### src/rtl/data_memory_io.sv
// Data RAM for the MIPS max/min system with a memory-mapped 4-digit
// seven-segment display (max/min digits) and up/down mode buttons.
module data_memory_io #(
  parameter int WIDTH      = 32,
  parameter int DEPTH_BITS = 6,
  parameter int SCAN_BITS  = 16
) (
  input  logic             clk,
  input  logic             reset,
  input  logic             up,
  input  logic             down,
  input  logic             memwrite,
  input  logic [WIDTH-1:0] adr,
  input  logic [WIDTH-1:0] writedata,
  output logic [WIDTH-1:0] memdata,
  output logic [3:0]       AN,
  output logic [7:0]       CX
);

  localparam int DEPTH = 1 << DEPTH_BITS;

  logic [WIDTH-1:0]      ram [DEPTH];
  logic [DEPTH_BITS-1:0] idx;
  logic                  adr_unused;

  logic                  up_p0, up_p1, down_p0, down_p1;
  logic                  mode;
  logic [SCAN_BITS-1:0]  scan_cnt;
  logic [1:0]            sel;
  logic [DEPTH_BITS-1:0] digit_idx;
  logic [3:0]            nibble;

  function automatic logic [7:0] seg_decode(input logic [3:0] n);
    case (n)
      4'd0:    return 8'hC0;
      4'd1:    return 8'hF9;
      4'd2:    return 8'hA4;
      4'd3:    return 8'hB0;
      4'd4:    return 8'h99;
      4'd5:    return 8'h92;
      4'd6:    return 8'h82;
      4'd7:    return 8'hF8;
      4'd8:    return 8'h80;
      4'd9:    return 8'h90;
      default: return 8'hFF;
    endcase
  endfunction

  // Byte address -> word index; low byte-lane bits and high bits alias away.
  assign idx        = adr[DEPTH_BITS+1:2];
  assign adr_unused = ^{adr[WIDTH-1:DEPTH_BITS+2], adr[1:0]};

  always_ff @(posedge clk or negedge reset) begin
    if (!reset) begin
      for (int i = 0; i < DEPTH; i++) ram[i] <= '0;
    end else if (memwrite) begin
      ram[idx] <= writedata;
    end
  end

  assign memdata = ram[idx];

  // Button synchronizers (_p0, _p1) feeding the mode register.
  always_ff @(posedge clk or negedge reset) begin
    if (!reset) begin
      up_p0    <= 1'b0;
      up_p1    <= 1'b0;
      down_p0  <= 1'b0;
      down_p1  <= 1'b0;
      mode     <= 1'b0;
      scan_cnt <= '0;
    end else begin
      up_p0    <= up;
      up_p1    <= up_p0;
      down_p0  <= down;
      down_p1  <= down_p0;
      scan_cnt <= scan_cnt + 1'b1;
      if (up_p1 && !down_p1)
        mode <= 1'b0;
      else if (down_p1 && !up_p1)
        mode <= 1'b1;
    end
  end

  assign sel = scan_cnt[SCAN_BITS-1 -: 2];

  // Digit words are the top 8 RAM words: {mode, digit} picks one of them.
  assign digit_idx = {{(DEPTH_BITS-3){1'b1}}, mode, sel};
  assign nibble    = ram[digit_idx][3:0];

  always_comb begin
    AN = 4'b1111;
    case (sel)
      2'd0: AN = 4'b1110;
      2'd1: AN = 4'b1101;
      2'd2: AN = 4'b1011;
      2'd3: AN = 4'b0111;
      default: AN = 4'b1111;
    endcase
  end

  assign CX = seg_decode(nibble);

endmodule

### config.mk
export PLATFORM = sky130hd
export DESIGN_NAME = data_memory_io
export DESIGN_NICKNAME = d
export VERILOG_FILES = /design/src/rtl/data_memory_io.sv
export SDC_FILE = /design/constraint.sdc
export NUM_CORES = 2
export LEC_CHECK = 0
export CAP_MARGIN = 20
export CORE_MARGIN = 4
export CORE_UTILIZATION = 45
export CTS_CLUSTER_SIZE = 16
export DETAILED_ROUTE_END_ITERATION = 12
export PLACE_DENSITY_LB_ADDON = 0.12
export SYNTH_ARGS = -nofsm -noshare
export SYNTH_HDL_FRONTEND = slang
export SYNTH_SLANG_ARGS = --single-unit
### constraint.sdc
create_clock -name clk -period 5.1 [get_ports clk]
set_input_delay 0.51 -clock clk [delete_from_list [all_inputs] [get_ports clk]]
set_output_delay 0.51 -clock clk [all_outputs]
set_load 0.005 [all_outputs]
==> out/metrics.cfg <==
[run_status]
status = complete, no violations

[floorplanning]
fp.dieW_um = 467
dieArea_um2 = 218000
num_io_pins = 113
rows = 168
die_h_um = 467
core_um2 = 209000
initial_core_util_pct = 45.2

[placement]
dpl.hpwl_um = 207000
io_buffer_count = 85
place_congestion = 0.828

[critical_path]
critPathKind = in -> out
max_stage_delay_ns = 0.96
path_max_fanout = 45
crit_path_end_kind = primary output
crit_chain = buf_8 -> inv_4 -> nor2_4 -> buf_4 -> a22oi_1 -> a21oi_1 -> a211oi_1 -> nand4_1 -> clkdlybuf4s50_1
cp_num_buf_inv = 4
rrSetupSlack_ns = 3.55
critPathRequiredTime_ns = 4.59
arrival_ns = 4.08
worst_setup_path_start_kind = primary input
slowest_stage = nor2_4
crit_family = buffers and inverters

[clock_tree]
ctsResizeCount = 0
cts_root_buf = clkbuf_16
numClockSinks = 2069
htree_levels = 4
cts_tree = built
cts_buffer_depth = 3
cts_buffers = 221
worstSkewPairLatency_ns = 0.85
clk_pin_slew_worst_paths_ns = 0.06

[finish]
drive_gt1_share_pct = 44.5
fill_cells = 17829
area_growth_syn_to_layout_pct = 13.4
nNetsFinal = 6858

[timing]
worst_hold_slack_ns = 0.0219
relSlewSlack_pct = 21.7
setup_viol = 0
skew_ns = 0.00298
worstMarginPinSlew_ns = 1.17
finalHoldViolCount = 0
layout_worst_path_cycle_share_pct = 89.9
fmax_ghz = 0.218
grt_setup_unrepaired = no
maxSlewViolCount = 0
post-route-min-period_ns = 4.59
tns_ns = 0

[detailed_routing]
drt_iter0_drc = 6666
first_pass_iters = 6
drc = 0
dr_total_vias = 62704
routed_via_density = 6.41
drt_wl_total_um = 349000
routedWlPerCell_um = 35.6
drtAntennaViolNets = 0

[power]
p_leak_uw = 0.0503
ir_drop_mv = 0.414
powerDensity_nw_per_um2 = 387

[global_route]
grt_overflow = 0
gr-usage-all-layers_pct = 31.7
grt_pass1_vias = 62777
antenna_found_initial = 23
grt_max_degree = 164
grt_pass1_wl_um = 493000

[synthesis]
synthArstFlopShare_pct = 100
synth.avg_cell_area_um2 = 13.9
syn_area_um2 = 94700
synthesis.nets = 6884
synth_area_leaders = dfrtp_1, mux2_2, mux2i_1, mux4_2, a221oi_1
yosysWarnings = 0
synth_area_leader_cell = dfrtp_1
ys_seq_area_share_pct = 54.7
synth_ff_type = dfrtp_1
synth_top_area_share_pct = 54.7
synth-edff-count = 0
synth-seq-cells = 2069
postSynthCellCount = 6808
yosysUniqueCellTypes = 75

[flow_run]
maxCapViolCount = 0

[hold_path]
hold_path.class = in -> reg

==> layout make-up <==
| type | instances | area [µm²] | area share, % |
|---|---|---|---|
| repair buffers | 462 | 4700 | 4.37 |
| well taps | 2805 | 3510 | 3.27 |
| clock inverters | 54 | 637 | 0.593 |
| flip-flops and latches | 2069 | 51800 | 48.2 |
| clock buffers | 353 | 6760 | 6.29 |
| inverters | 11 | 51.3 | 0.0478 |
| diodes | 11 | 27.5 | 0.0256 |
| multi-input cells | 4017 | 40000 | 37.2 |
==> report_power, final <==
group,switching (µW),total (µW),leakage [µW],internal (µW)
registers,1070,19600,0.0275,18600
clock network,6850,16300,0.00365,9500
logic,2720,5520,0.0191,2800
==> stage by stage <==
stage | power [µW] | setup slack, ns | area, µm² | instances | util (%)
floorplan | 23200 | 2.19 | 94700 | 6808 | -
CTS | 41700 | 0.600 | 107000 | 9755 | 51.1
finish | 41500 | 0.513 | 107000 | 9782 | 51.3
detailed placement | 25400 | 0.640 | 99700 | 9347 | 47.6
global route | 43000 | 0.407 | 107000 | 9776 | 51.3
global placement | 25100 | 0.603 | 99600 | 9342 | 47.6
==> layer usage <==
metal  GRT usage, %  part of all wire, %  vias to the layer above
met4           13.0                  4.6                        0
met1           44.3                   43                    34242
met3           5.28                  7.0                      700
li1               -                    -                    25128
met2           49.3                   46                     2634
met5              0                    0                        -
==> Yosys cell counts, types with 123 or more instances <==
master and n:
mux2_2 2104, a221oi_1 136, nand2_1 128, buf_2 214, clkbuf_1 285, a21oi_1 171, mux2i_1 359, a22oi_1 150
dfrtp_1 2069, o22ai_1 126, o21ai_0 148, nor2_1 123
==> cells in the final DEF, fill, tap and decap left out, drive strengths merged, types with 11 or more instances in the layout <==
master	netlist	routed
mux2	2170	2170
clkbuf	285	353
o22a	13	13
mux2i	359	359
or4	17	17
a22oi	150	150
and3	17	17
buf	426	411
o22ai	126	126
nand3	44	44
a222oi	15	15
a22o	42	42
clkdlybuf4s50	0	49
nand4	11	11
o21ai	151	151
a31oi	26	26
a221oi	142	142
inv	10	14
a21oi	171	171
dfrtp	2069	2069
a221o	46	46
diode	0	11
a211oi	14	14
nand2	128	128
mux4	121	121
clkinv	1	41
nor2	127	127
==> timing repair <==
action | 4_1_cts | 5_1_grt
endpoints found under the hold margin | 82 | 3
hold buffers | 1 | 1
setup buffers | 0 | 0
==> worst paths after layout <==
check	startpoint	end	cells after the start
hold / removal	writedata[0]	ram[1664]$_DFFE_PN0P_	2
min in group asynchronous	reset	scan_cnt[6]$_DFF_PN0_	2
max in group asynchronous	reset	ram[818]$_DFFE_PN0P_	3
hold reg to reg	down_p0$_DFF_PN0_	down_p1$_DFF_PN0_	0
setup reg to reg	scan_cnt[0]$_DFF_PN0_	scan_cnt[12]$_DFF_PN0_	5
setup / recovery	adr[4]	memdata[24]	9
==> state kept, by name (all words and copies together), names as in the netlist <==
name	count
up_p1	1
mode	1
down_p1	1
scan_cnt	16
up_p0	1
down_p0	1
ram	2048
==> logic make-up after synthesis <==
logic type	after synthesis	share of synthesized area (%)
compound gates	942	6.93
mux	2650	32.5
buf+inv	722	3.67
simple gates	403	2.00
fa+ha+maj	7	0.0925
other cells	1	0.00396
xor+xnor	14	0.130
flops	2069	54.7
Note: power is estimated with default switching activity, not from simulation.
